--- config.mk ---
export PLATFORM = sky130hd
export DESIGN_NAME = vga_line_fetch
export DESIGN_NICKNAME = d
export VERILOG_FILES = /design/src/rtl/vga_pkg.sv /design/src/rtl/vga_req_sync.sv /design/src/rtl/vga_line_fetch.sv
export SDC_FILE = /design/constraint.sdc
export NUM_CORES = 1
export LEC_CHECK = 0
export CORE_UTILIZATION = 40
export CTS_BUF_LIST = sky130_fd_sc_hd__clkbuf_4 sky130_fd_sc_hd__clkbuf_8
export DETAILED_ROUTE_END_ITERATION = 7
export GPL_TIMING_DRIVEN = 0
export PLACE_DENSITY_LB_ADDON = 0.15
export RECOVER_POWER = 50
export SETUP_SLACK_MARGIN = 0.3
export SYNTH_ARGS = -nofsm -noshare
export SYNTH_HDL_FRONTEND = slang
export SYNTH_SLANG_ARGS = --single-unit
--- constraint.sdc ---
create_clock -name sys_clk -period 7.03 [get_ports sys_clk]
set_clock_uncertainty 0.15 [all_clocks]
set_input_delay 1.406 -clock sys_clk [delete_from_list [all_inputs] [get_ports sys_clk]]
set_output_delay 1.406 -clock sys_clk [all_outputs]
set_load 0.01 [all_outputs]
--- src/rtl/vga_pkg.sv ---
// Shared types and constants for the VGA line-buffer fetch engine.
package vga_pkg;

   typedef enum logic [1:0] {
      IDLE   = 2'd0,
      ISSUE  = 2'd1,
      DATA   = 2'd2,
      FINISH = 2'd3
   } fetch_state_t;

   localparam int PIX_640  = 640;
   localparam int PIX_1024 = 1024;

   typedef logic [15:0] rgb565_t;

endpackage

--- src/rtl/vga_req_sync.sv ---
// Brings a fill-request level into sys_clk and produces a one-cycle rising-edge pulse.
module vga_req_sync #(
   parameter int SYNC_STAGES = 2
) (
   input  logic sys_clk,
   input  logic sys_rst_n,
   input  logic req,
   output logic level,
   output logic rise
);

   logic [SYNC_STAGES-1:0] sync_q;
   logic                   prev_q;

   always_ff @(posedge sys_clk or negedge sys_rst_n) begin
      if (!sys_rst_n) begin
         sync_q <= '0;
         prev_q <= 1'b0;
      end else begin
         sync_q <= SYNC_STAGES'({sync_q, req});
         prev_q <= sync_q[SYNC_STAGES-1];
      end
   end

   assign level = sync_q[SYNC_STAGES-1];
   assign rise  = sync_q[SYNC_STAGES-1] & ~prev_q;

endmodule

--- src/rtl/vga_line_fetch.sv ---
// Fetches one video line from the frame buffer in fixed-size bursts and writes
// the returned pixels into the ping-pong line buffer the VGA timing asked for.
module vga_line_fetch
   import vga_pkg::*;
#(
   parameter int                ADDR_W      = 24,
   parameter logic [ADDR_W-1:0] FB_BASE     = '0,
   parameter int                LINE_STRIDE = 1024,
   parameter int                BURST_LEN   = 16,
   parameter int                SYNC_STAGES = 2
) (
   input  logic              sys_clk,
   input  logic              sys_rst_n,
   input  logic              vga_mode,
   input  logic              read_buffA_req,
   input  logic              read_buffB_req,
   input  logic [9:0]        read_buff_addr,
   output logic              mem_read,
   output logic [ADDR_W-1:0] mem_address,
   output logic [4:0]        mem_burstcount,
   input  logic              mem_waitrequest,
   input  rgb565_t           mem_readdata,
   input  logic              mem_readdatavalid,
   output logic              buff_writeA_en,
   output logic              buff_writeB_en,
   output logic [9:0]        buff_write_addr,
   output rgb565_t           buff_write_data,
   output logic              busy,
   output logic              line_late,
   output fetch_state_t      dbg_state
);

   localparam int BC_W = (BURST_LEN > 1) ? $clog2(BURST_LEN) : 1;
   localparam logic [BC_W-1:0] BURST_LAST = BC_W'(BURST_LEN - 1);

   fetch_state_t      state;
   logic              target_b;
   logic [10:0]       npix;
   logic [10:0]       pix_cnt;
   logic [BC_W-1:0]   burst_cnt;
   logic              short_fetch;
   logic              lvl_a, lvl_b, rise_a, rise_b;
   logic [ADDR_W-1:0] line_addr;
   logic              more_pix;
   logic              req_held;

   vga_req_sync #(.SYNC_STAGES(SYNC_STAGES)) u_sync_a (
      .sys_clk  (sys_clk),
      .sys_rst_n(sys_rst_n),
      .req      (read_buffA_req),
      .level    (lvl_a),
      .rise     (rise_a)
   );

   vga_req_sync #(.SYNC_STAGES(SYNC_STAGES)) u_sync_b (
      .sys_clk  (sys_clk),
      .sys_rst_n(sys_rst_n),
      .req      (read_buffB_req),
      .level    (lvl_b),
      .rise     (rise_b)
   );

   assign line_addr = FB_BASE + ADDR_W'(read_buff_addr) * ADDR_W'(LINE_STRIDE);
   assign more_pix  = (pix_cnt + 11'd1) < npix;
   assign req_held  = target_b ? lvl_b : lvl_a;
   assign dbg_state = state;

   // Memory command handshake: a burst is accepted on a sys_clk edge where
   // mem_read is high and mem_waitrequest is low; address and burstcount are
   // held unchanged from the rise of mem_read until that edge.
   always_ff @(posedge sys_clk or negedge sys_rst_n) begin
      if (!sys_rst_n) begin
         state           <= IDLE;
         target_b        <= 1'b0;
         npix            <= '0;
         pix_cnt         <= '0;
         burst_cnt       <= '0;
         short_fetch     <= 1'b0;
         mem_read        <= 1'b0;
         mem_address     <= '0;
         mem_burstcount  <= '0;
         buff_writeA_en  <= 1'b0;
         buff_writeB_en  <= 1'b0;
         buff_write_addr <= '0;
         buff_write_data <= '0;
         busy            <= 1'b0;
         line_late       <= 1'b0;
      end else begin
         buff_writeA_en <= 1'b0;
         buff_writeB_en <= 1'b0;
         line_late      <= 1'b0;
         case (state)
            IDLE: begin
               if (rise_a || rise_b) begin
                  target_b       <= !rise_a;
                  npix           <= vga_mode ? 11'(PIX_1024) : 11'(PIX_640);
                  pix_cnt        <= '0;
                  short_fetch    <= 1'b0;
                  mem_address    <= line_addr;
                  mem_burstcount <= 5'(BURST_LEN);
                  mem_read       <= 1'b1;
                  busy           <= 1'b1;
                  line_late      <= rise_a && rise_b;
                  state          <= ISSUE;
               end
            end
            ISSUE: begin
               if (!mem_waitrequest) begin
                  mem_read  <= 1'b0;
                  burst_cnt <= '0;
                  state     <= DATA;
               end
            end
            DATA: begin
               if (mem_readdatavalid) begin
                  buff_writeA_en  <= !target_b;
                  buff_writeB_en  <= target_b;
                  buff_write_addr <= pix_cnt[9:0];
                  buff_write_data <= mem_readdata;
                  pix_cnt         <= pix_cnt + 11'd1;
                  burst_cnt       <= burst_cnt + 1'b1;
                  // Last word of the burst: either chain the next burst or wrap up.
                  if (burst_cnt == BURST_LAST) begin
                     if (more_pix && req_held) begin
                        mem_address <= mem_address + ADDR_W'(BURST_LEN);
                        mem_read    <= 1'b1;
                        state       <= ISSUE;
                     end else begin
                        short_fetch <= more_pix;
                        state       <= FINISH;
                     end
                  end
               end
            end
            FINISH: begin
               busy      <= 1'b0;
               line_late <= short_fetch;
               state     <= IDLE;
            end
            default: state <= IDLE;
         endcase
         // No queueing: a request edge that arrives mid-fetch is dropped.
         if (state != IDLE && (rise_a || rise_b)) line_late <= 1'b1;
      end
   end

endmodule

### After elaboration in Yosys (flattened, before gate mapping)

Index checks and enable logic that the tools add are counted.
Widths: inputs -> output; s select.

| storage, ports and cells | value |
|---|---|
| bits of input ports | 33 |
| output and inout bits | 62 |
| word-level logic and storage cells | 96 |
| flip-flop bits (word level) | 92 |

| cells by class | value |
|---|---|
| equality and inequality tests | 10 |
| $add $sub $neg | 3 |
| bitwise gates (word level) | 4 |
| reductions and logical operators | 21 |
| mux-type cells | 38 |
| magnitude comparators | 1 |

Operators by type and width:

| kind | count |
|---|---|
| $mux 24 | 4 |
| $pmux 24 s2 | 1 |
| $mux 11 | 3 |
| $add 24x5->24 const B | 1 |
| $pmux 11 s2 | 1 |
| $mux 1 | 16 |
| $ne 2x2->1 const B | 6 |
| $add 11x1->11 const B | 1 |
| $lt 11x11->1 | 1 |
| $mux 2 | 5 |
| $reduce_and 5->1 | 2 |
| $mux 4 | 2 |
| $pmux 2 s4 | 1 |
| $pmux 4 s2 | 1 |
| $reduce_bool 2->1 | 4 |
| $pmux 1 s2 | 3 |
| $reduce_and 2->1 | 3 |
| $reduce_and 3->1 | 2 |
| $reduce_and 6->1 | 1 |
| $add 4x1->4 const B | 1 |
| $eq 2x2->1 const B | 2 |
| $eq 4x4->1 const B | 1 |
| $reduce_and 4->1 | 1 |
| $logic_and 1x1->1 | 3 |
| other kinds (8) | 11 |

### Depth between registers and ports, before layout

Gate-level depths: netlist (run 1).

| logic depth | value |
|---|---|
| depth in word-level cells | 7 |
| gate-level depth with buffers | 13 |
| mapped depth without buffers | 12 |

### Modules after synthesis

Synthesis (run 1) repeated with hierarchy kept, for this count alone.

| second synthesis, totals | value |
|---|---|
| cell total of the unflattened synthesis | 402 |
| area, all modules | 4120.2 um^2 |

Modules (own cells, without submodules):

| module | area each (um^2) | times used | seq. area each (um^2) | cells an instance |
|---|---|---|---|---|
| vga_line_fetch | 3942.5 | 1 | 1826.8 | 394 |
| vga_req_sync | 88.8 | 2 | 75.1 | 4 |

### Worst setup path before layout (run 1)

Ideal clock, no wire load.

| timing | value |
|---|---|
| path type | reg-to-reg |
| start point | reg pix_cnt[0] |
| end point | reg mem_address[21] |
| setup slack | 4.076 ns |
| data arrival time | 2.673 ns |
| clock period less this slack | 2.954 ns |
| library setup time | 0.131 ns |
| buffers on the path | 0 |
| stages on the path, launching flop included | 13 |
| data required time | 6.749 ns |
| cells stage by stage | dfrtp_1 -> ha_1 -> nand3_1 -> nor2_1 -> and3_1 -> xor2_1 -> ha_1 -> a21oi_1 -> nor2b_1 -> nand3_2 -> nor4_2 -> mux2i_1 -> o21ai_1 |

| between the ends | value |
|---|---|
| cells in the longest elaborated chain, start to end | 5 |

RTL lines:

| item | RTL line | text |
|---|---|---|
| from (decl) | vga_line_fetch.sv:39 | `logic [10:0] pix_cnt;` |
| from (signal assigned) | vga_line_fetch.sv:120 | `pix_cnt <= pix_cnt + 11'd1;` |
| $add 11x1->11 | vga_line_fetch.sv:64 | `assign more_pix = (pix_cnt + 11'd1) < npix;` |
| $lt 11x11->1 | vga_line_fetch.sv:64 |  |
| $logic_and 1x1->1 | vga_line_fetch.sv:124 | `if (more_pix && req_held) begin` |
| $ne 2x2->1 (no line) | n/a |  |
| $reduce_and 5->1 (no line) | n/a |  |
| to (signal assigned) | vga_line_fetch.sv:99 | `mem_address <= line_addr;` |
| to (signal assigned) | vga_line_fetch.sv:125 | `mem_address <= mem_address + ADDR_W'(BURST_LEN);` |
| to (decl) | vga_line_fetch.sv:19 | `output logic [ADDR_W-1:0] mem_address,` |

Every way passes these cells.
A chain may end at the register's enable or synchronous reset.

### Worst setup path in the final report (run 1)

| timing | value |
|---|---|
| start point | reg pix_cnt[0] |
| end point | reg mem_address[9] |

The elaborated chain is that of the path after synthesis.

==> results of run 1 <==
[synth_stat cells, types with 3 or more instances]
cell | n | share of area, %
a311o_1 | 3 | 0.75
nor4_1 | 3 | 0.47
a31oi_1 | 5 | 0.79
and4_1 | 4 | 0.88
dfrtp_1 | 79 | 50
clkbuf_1 | 11 | 1.0
mux2_2 | 28 | 7.9
a21o_1 | 4 | 0.75
buf_4 | 8 | 1.5
nor3_1 | 6 | 0.75
and3_1 | 9 | 1.4
a41oi_1 | 3 | 0.66
inv_1 | 9 | 0.85
nand2b_1 | 4 | 0.63
mux2i_1 | 5 | 1.3
nand3_1 | 12 | 1.5
o22ai_1 | 4 | 0.63
o21ai_0 | 25 | 3.1
ha_1 | 10 | 3.1
nor2_1 | 31 | 2.9
a22o_1 | 7 | 1.5
nand2_1 | 25 | 2.4
and2_1 | 3 | 0.47
buf_2 | 4 | 0.50
nand4_1 | 9 | 1.4
a21oi_1 | 18 | 2.3
nor2b_1 | 5 | 0.79
[report_power, final]
| part | switching, mW | internal (mW) | total, mW |
|---|---|---|---|
| combinational | 0.443 | 0.429 | 0.872 |
| sequential | 0.108 | 0.585 | 0.693 |
| clock | 0.169 | 0.178 | 0.346 |
[stage by stage]
step	util, %	area (sq um)	hold WS, ps	cells	setup slack (ps)
after detailed placement	52.0	5050	192	605	3380
after global placement	51.8	5040	182	604	1500
after floorplan	-	4010	181	385	4080
final	53.9	5250	209	620	3450
after CTS	54.0	5260	210	620	3470
after global routing	53.9	5250	220	620	3180
[kinds of logic (layout without fill, tap and decap cells)]
kind of cell / count (synthesis) / in the layout
AO/OA/AOI/OAI: 95 / 95
AND/OR/NAND/NOR: 123 / 123
multiplexers: 33 / 33
flip-flops: 79 / 79
XOR/XNOR: 3 / 3
buffers and inverters: 34 / 136
other: 1 / 8
adder cells (fa/ha/maj): 10 / 10
[sequential cells by signal, indices dropped and copies added, names as in the netlist]
name and count:
npix 2, busy 1, dbg_state 2, buff_writeA_en 1
u_sync_b.sync_q 2, short_fetch 1, u_sync_a.prev_q 1, u_sync_b.prev_q 1
mem_burstcount 1, line_late 1, pix_cnt 11, target_b 1
mem_read 1, buff_writeB_en 1, buff_write_addr 10, buff_write_data 16
mem_address 20, u_sync_a.sync_q 2, burst_cnt 4
[worst max-delay path, stage by stage, from the launching register on]
cell and delay, ps:
dfrtp_1 430, ha_1 340, nand3_1 150, nor2_1 160, and3_1 190, xor2_1 220
ha_1 310, a21oi_1 210, nor2b_1 270, nand3_2 260, a21oi_1 440, a21boi_0 160
a21o_1 180
[layer usage]
layer,part of all wire (%),global-route usage (%)
met4,1.4,7.02
met2,47,32.0
met1,46,26.6
met5,0,0
met3,5.3,3.04
[worst paths after layout]
check,endpoint,slack [ps],cells past startpoint
max in group asynchronous,npix[9]$_DFFE_PN0P_,4030,1
setup / recovery,mem_address[9]$_DFFE_PN0P_,3450,12
hold / removal,u_sync_a.sync_q[1]$_DFF_PN0_,210,0
hold reg to reg,u_sync_a.sync_q[1]$_DFF_PN0_,210,0
min in group asynchronous,buff_write_data[0]$_DFFE_PN0P_,1500,1
setup reg to reg,mem_address[9]$_DFFE_PN0P_,3450,12
[cell type report]
type	instances	area, sq um	area share, %
flip-flops and latches	79	1980	37.7
multi-input cells	272	1860	35.4
repair buffers	87	875	16.7
well taps	133	166	3.17
clock buffers	11	145	2.77
plain buffers	25	136	2.60
clock inverters	4	55.1	1.05
inverters	9	33.8	0.644
==> key figures, run 1 <==
Yosys
  – Syn Inst Count: between 300 and 400
  – Mux share of post-synthesis cell area: 9.17%
  – Main combinational cell family by area after synthesis: simple AND/OR/NAND/NOR gates
  – Syn avg cell area: 10.5 sq um
  – Compound-Gate Fraction of Synth Area: 16.4%
  – Library cells used by synthesis: 62
  – Sequential-to-total area share from yosys stat: about half
  – Yosys reg bits: 79
  – Post-synth EDFFs: 0
  – Mapped cell area: roughly 0.004 sq mm
  – Most used DFF post-synth: dfrtp_1
  – Share of flip-flops with an asynchronous set or reset: 100%
  – Synth Area in XOR/XNOR: 0.660%
  – Post-Synth Adder-Cell Area: 3.14%
  – Warnings from Yosys: 0
  – Simple-gate share of the synthesized area: between 10% and 20%

Die
  – I/O pins: 95
  – Starting density of the core: 40.9%
  – Core area: between 0.009 and 0.01 sq mm
  – Vert. Die Dim: 102 um
  – Die area: 0.0104 sq mm
  – Die Width: 102 um
  – # rows: 36

Outcome
  – Failing checks: capacitance limit, slew limit
  – Status: complete, but fails checks

Final layout
  – Most common cell after layout, fill and taps aside: clkdlybuf4s50_1
  – Layout filler cell count: 912
  – Ratio of cells with drive above 1 in the final layout: 14.0%
  – Fin nets: about 530
  – Leading cell types in the layout, fill and taps excluded: 81 x clkdlybuf4s50_1, 79 x dfrtp_1, 31 x nor2_1
  – Synthesis-to-layout area growth: 31.7%
  – N_diodes: 0

Timing
  – Fin Setup TNS: 0 ps
  – Peak Freq: 279 MHz
  – Tcrit/Tclk final: 51.0%
  – Slew headroom: -39.6%
  – RSZ-0062 raised after global routing: false
  – Endpoints failing setup: 0
  – Max Transition Viols Final: 39
  – Final hold viol count: 0
  – Worst slew pin tran: 2090 ps
  – Final min period: 3580 ps

Routing
  – Vias: 3365
  – Drt via density: 5.43
  – DRC Markers: 0
  – Iter 0 DRT Violations: 129
  – Pre-antenna DRT Iters: 4
  – Final wirelength: 9.36 mm
  – Antenna Nets Post-Route: 0
  – Routed len/inst: 15.1 um

Pwr
  – Power density over the cells: around 360 mW/mm^2
  – Power Total: approximately 1.9 mW
  – Worst VDD drop: 0.167 mV
  – Pleak: 2.27 nW

Critical path
  – Req. time, crit path: 7120 ps
  – Worst Path Max Fanout: 9
  – Crit path DAT: 3670 ps
  – Setup CP Type: reg -> reg
  – Crit. Startpoint: pix_cnt[0]$_DFFE_PN0P_
  – CP startpoint kind: register
  – Reg2reg start: pix_cnt[0]$_DFFE_PN0P_
  – CP Capture Type: register

Clocking
  – Clk Latency, worst-skew pair: 350 ps
  – CTS Sinks: 79
  – Clk root buf: clkbuf_8
  – Cts bufs inserted: 9
  – Post-CTS Hold Buffers: 0
  – Clock slew at reported path FFs: 80 ps
  – CTS max path bufs: 2
  – H-tree levels: 3
  – Setup Fix Bufs, Post-CTS: 0
  – Post-CTS Resized: 0
  – TritonCTS clock tree: built

Run
  – Max-cap viol count: 1

Global routing
  – Antenna violations before repair: 0
  – Largest net degree at the start of global routing: 42
  – First-pass GRT wire length: 15.5 mm
  – Global Route Usage Sum: a little under 20%
  – Vias in the first global route: 3196
  – Grt ovf: 0

Placed design
  – Port buffer count: 86
  – Post-detailed-placement half-perimeter wirelength: between 6 and 7 mm
  – Placer Congestion: 0.882

Hold path
  – Worst min path class: reg -> reg
  – HP Start: u_sync_a.sync_q[0]$_DFF_PN0_
(Power assumes the default switching activity.)
==> run 2, diff against run 1 <==
clock period = 3.7 ns   (was 7.03 ns; I/O delays follow)
==> run 2 against run 1 <==
The run still ends with capacitance limit, slew limit left. Maximum frequency up 12%. Wire length up 0.83%. Hold slack about the same. Global-route usage up 0.15 points. Flip-flop and latch count unchanged. Cell count up 0.32%. Sequential share of layout area down 0.40 points. Die area unchanged. Sequential power up 90%. Setup slack worse by 2900 ps.
==> key figures, run 2 (same netlist as run 1, synthesis figures left out) <==
Global routing
  – Global Route Usage Sum: 19.8%
  – Grt ovf: 0
  – First-pass GRT wire length: 15.7 mm
  – Largest net degree at the start of global routing: 42
  – Antenna violations before repair: 0
  – Vias in the first global route: 3220

Pwr
  – Switching Share: 37.9%
  – Reg power frac: between 30% and 40%
  – Combinational power share: 45.8%
  – Power density over the cells: 688 mW/mm^2
  – Clock power share: 18.1%
  – Pleak: roughly 2.3 nW
  – Net Switching: ~1.4 mW
  – Worst VDD drop: approximately 0.32 mV
  – Int Power: ~2.3 mW

Timing
  – Slew headroom: -39.5%
  – Final min period: ~3200 ps
  – Final hold viol count: 0
  – Hold slack: 209 ps
  – Endpoints failing setup: 0
  – Worst slew pin tran: 2090 ps
  – Max Transition Viols Final: 39
  – Peak Freq: 313 MHz
  – RSZ-0062 raised after global routing: false
  – Tcrit/Tclk final: ~86%

Final layout
  – Leading cell types in the layout, fill and taps excluded: 79 x dfrtp_1, 70 x clkdlybuf4s50_1, 31 x nor2_1
  – Most common cell after layout, fill and taps aside: dfrtp_1
  – Largest regs: mem_address x20, buff_write_data x16, pix_cnt x11
  – Max reg flops: 20
  – Fin nets: 528
  – Ratio of cells with drive above 1 in the final layout: 15.3%
  – Largest reg by FF count: mem_address
  – N_diodes: 0
  – Synthesis-to-layout area growth: 33.1%
  – Fin cells: just over 600

Placed design
  – Placer Congestion: about 0.88
  – Inst Count DP: 605
  – Port buffer count: 86
  – Post-detailed-placement half-perimeter wirelength: 6.78 mm

Routing
  – Drt via density: 5.40
  – Final wirelength: 9.44 mm
  – Pre-antenna DRT Iters: 4
  – Vias: 3358
  – DRC Markers: 0
  – Routed len/inst: roughly 15 um
  – Iter 0 DRT Violations: 116
  – Antenna Nets Post-Route: 0

Critical path
  – Reg2Reg Setup Slack: 500 ps
  – Req. time, crit path: 3780 ps
  – Crit path DAT: 3270 ps
  – Setup CP Type: reg -> reg
  – CP startpoint kind: register
  – CP Capture Type: register
  – Worst Path Max Fanout: 9

Die
  – Vert. Die Dim: 102 um
  – I/O pins: 95
  – Die area: 0.0104 sq mm
  – # rows: 36
  – Core area: 0.00973 sq mm
  – Starting density of the core: 40.9%
  – Die Width: slightly above 100 um

Clocking
  – Post-CTS Hold Buffers: 0
  – Clk root buf: clkbuf_8
  – H-tree levels: 3
  – Clock slew at reported path FFs: 80 ps
  – TritonCTS clock tree: built
  – CTS Sinks: 79
  – CTS max path bufs: 2
  – Cts bufs inserted: 9
  – Clk Latency, worst-skew pair: 350 ps

Hold path
  – Worst min path class: reg -> reg

Run
  – Max-cap viol count: 1

Outcome
  – Status: complete, but fails checks
  – Failing checks: capacitance limit, slew limit
[run 2: changes by cell type in the layout (fill, tap and decap cells not counted), moves of 2 or more]
cell             previous run  this run
nor3_1                      7         5
nor3_2                      0         2
buf_4                       8        10
dlygate4sd3_1               4        15
clkdlybuf4s50_1            81        70
[run 2: worst paths after layout]
check / start / end / depth (start not counted)
max reg2reg: pix_cnt[0]$_DFFE_PN0P_ / mem_address[21]$_DFFE_PN0P_ / 12
min reg2reg: u_sync_a.sync_q[0]$_DFF_PN0_ / u_sync_a.sync_q[1]$_DFF_PN0_ / 0
max: pix_cnt[0]$_DFFE_PN0P_ / mem_address[21]$_DFFE_PN0P_ / 12
min in group asynchronous: sys_rst_n / buff_write_data[0]$_DFFE_PN0P_ / 1
min: u_sync_a.sync_q[0]$_DFF_PN0_ / u_sync_a.sync_q[1]$_DFF_PN0_ / 0
max in group asynchronous: sys_rst_n / npix[9]$_DFFE_PN0P_ / 1
[run 2: timing repair]
item                                    CTS  global route
endpoints found under the setup margin    8            22
pin swaps                                 1             1
gates resized for setup                   4             3
setup buffers                             2             0
[run 2: area by class of cell]
cell class	instances	area [sq um]
plain buffers	25	136
clock buffers	11	145
clock inverters	4	55.1
fillers	903	4430
inverters	9	33.8
multi-input cells	272	1900
flip-flops and latches	79	1980
well taps	133	166
repair buffers	89	890
[run 2: metal layers]
metal	GRT usage (%)	vias to the layer above	part of all wire (%)	routed length, um
met5	0	-	0	0
met4	7.58	0	0.79	75
met3	3.11	6	5.2	488
met2	32.1	89	47	4460
met1	26.7	1660	47	4410
li1	-	1603	-	-
[run 2: power by group through the flow]
stage	logic [mW]	clock network (mW)	registers [mW]
2_1_floorplan	0.898	0	1.38
3_3_place_gp	1.65	0	1.32
3_5_place_dp	1.66	0	1.33
4_1_cts	1.68	0.674	1.32
5_1_grt	1.85	0.708	1.36
6_report	1.67	0.659	1.32
[run 2: worst max-delay path: stages (launching register included)]
cell and delay [ps]:
dfrtp_1 470, ha_4 220, nand3_1 100, nor2_1 150, and3_1 190, xor2_1 220
ha_1 310, a21oi_1 230, nor2b_4 230, nand3_4 170, nor4_2 360, mux2i_1 220
o21ai_1 70
[run 2: through the flow]
stage | setup TNS [ps] | instance area [sq um] | setup WS (ps) | power [mW] | utilization [%]
after floorplan | 0 | 4010 | 746 | 2.28 | -
after global placement | -91500 | 5040 | -1160 | 2.97 | 51.8
after detailed placement | 0 | 5050 | 173 | 3.00 | 52.0
after CTS | 0 | 5290 | 316 | 3.68 | 54.4
after global routing | 0 | 5300 | 310 | 3.92 | 54.5
final | 0 | 5300 | 503 | 3.65 | 54.5
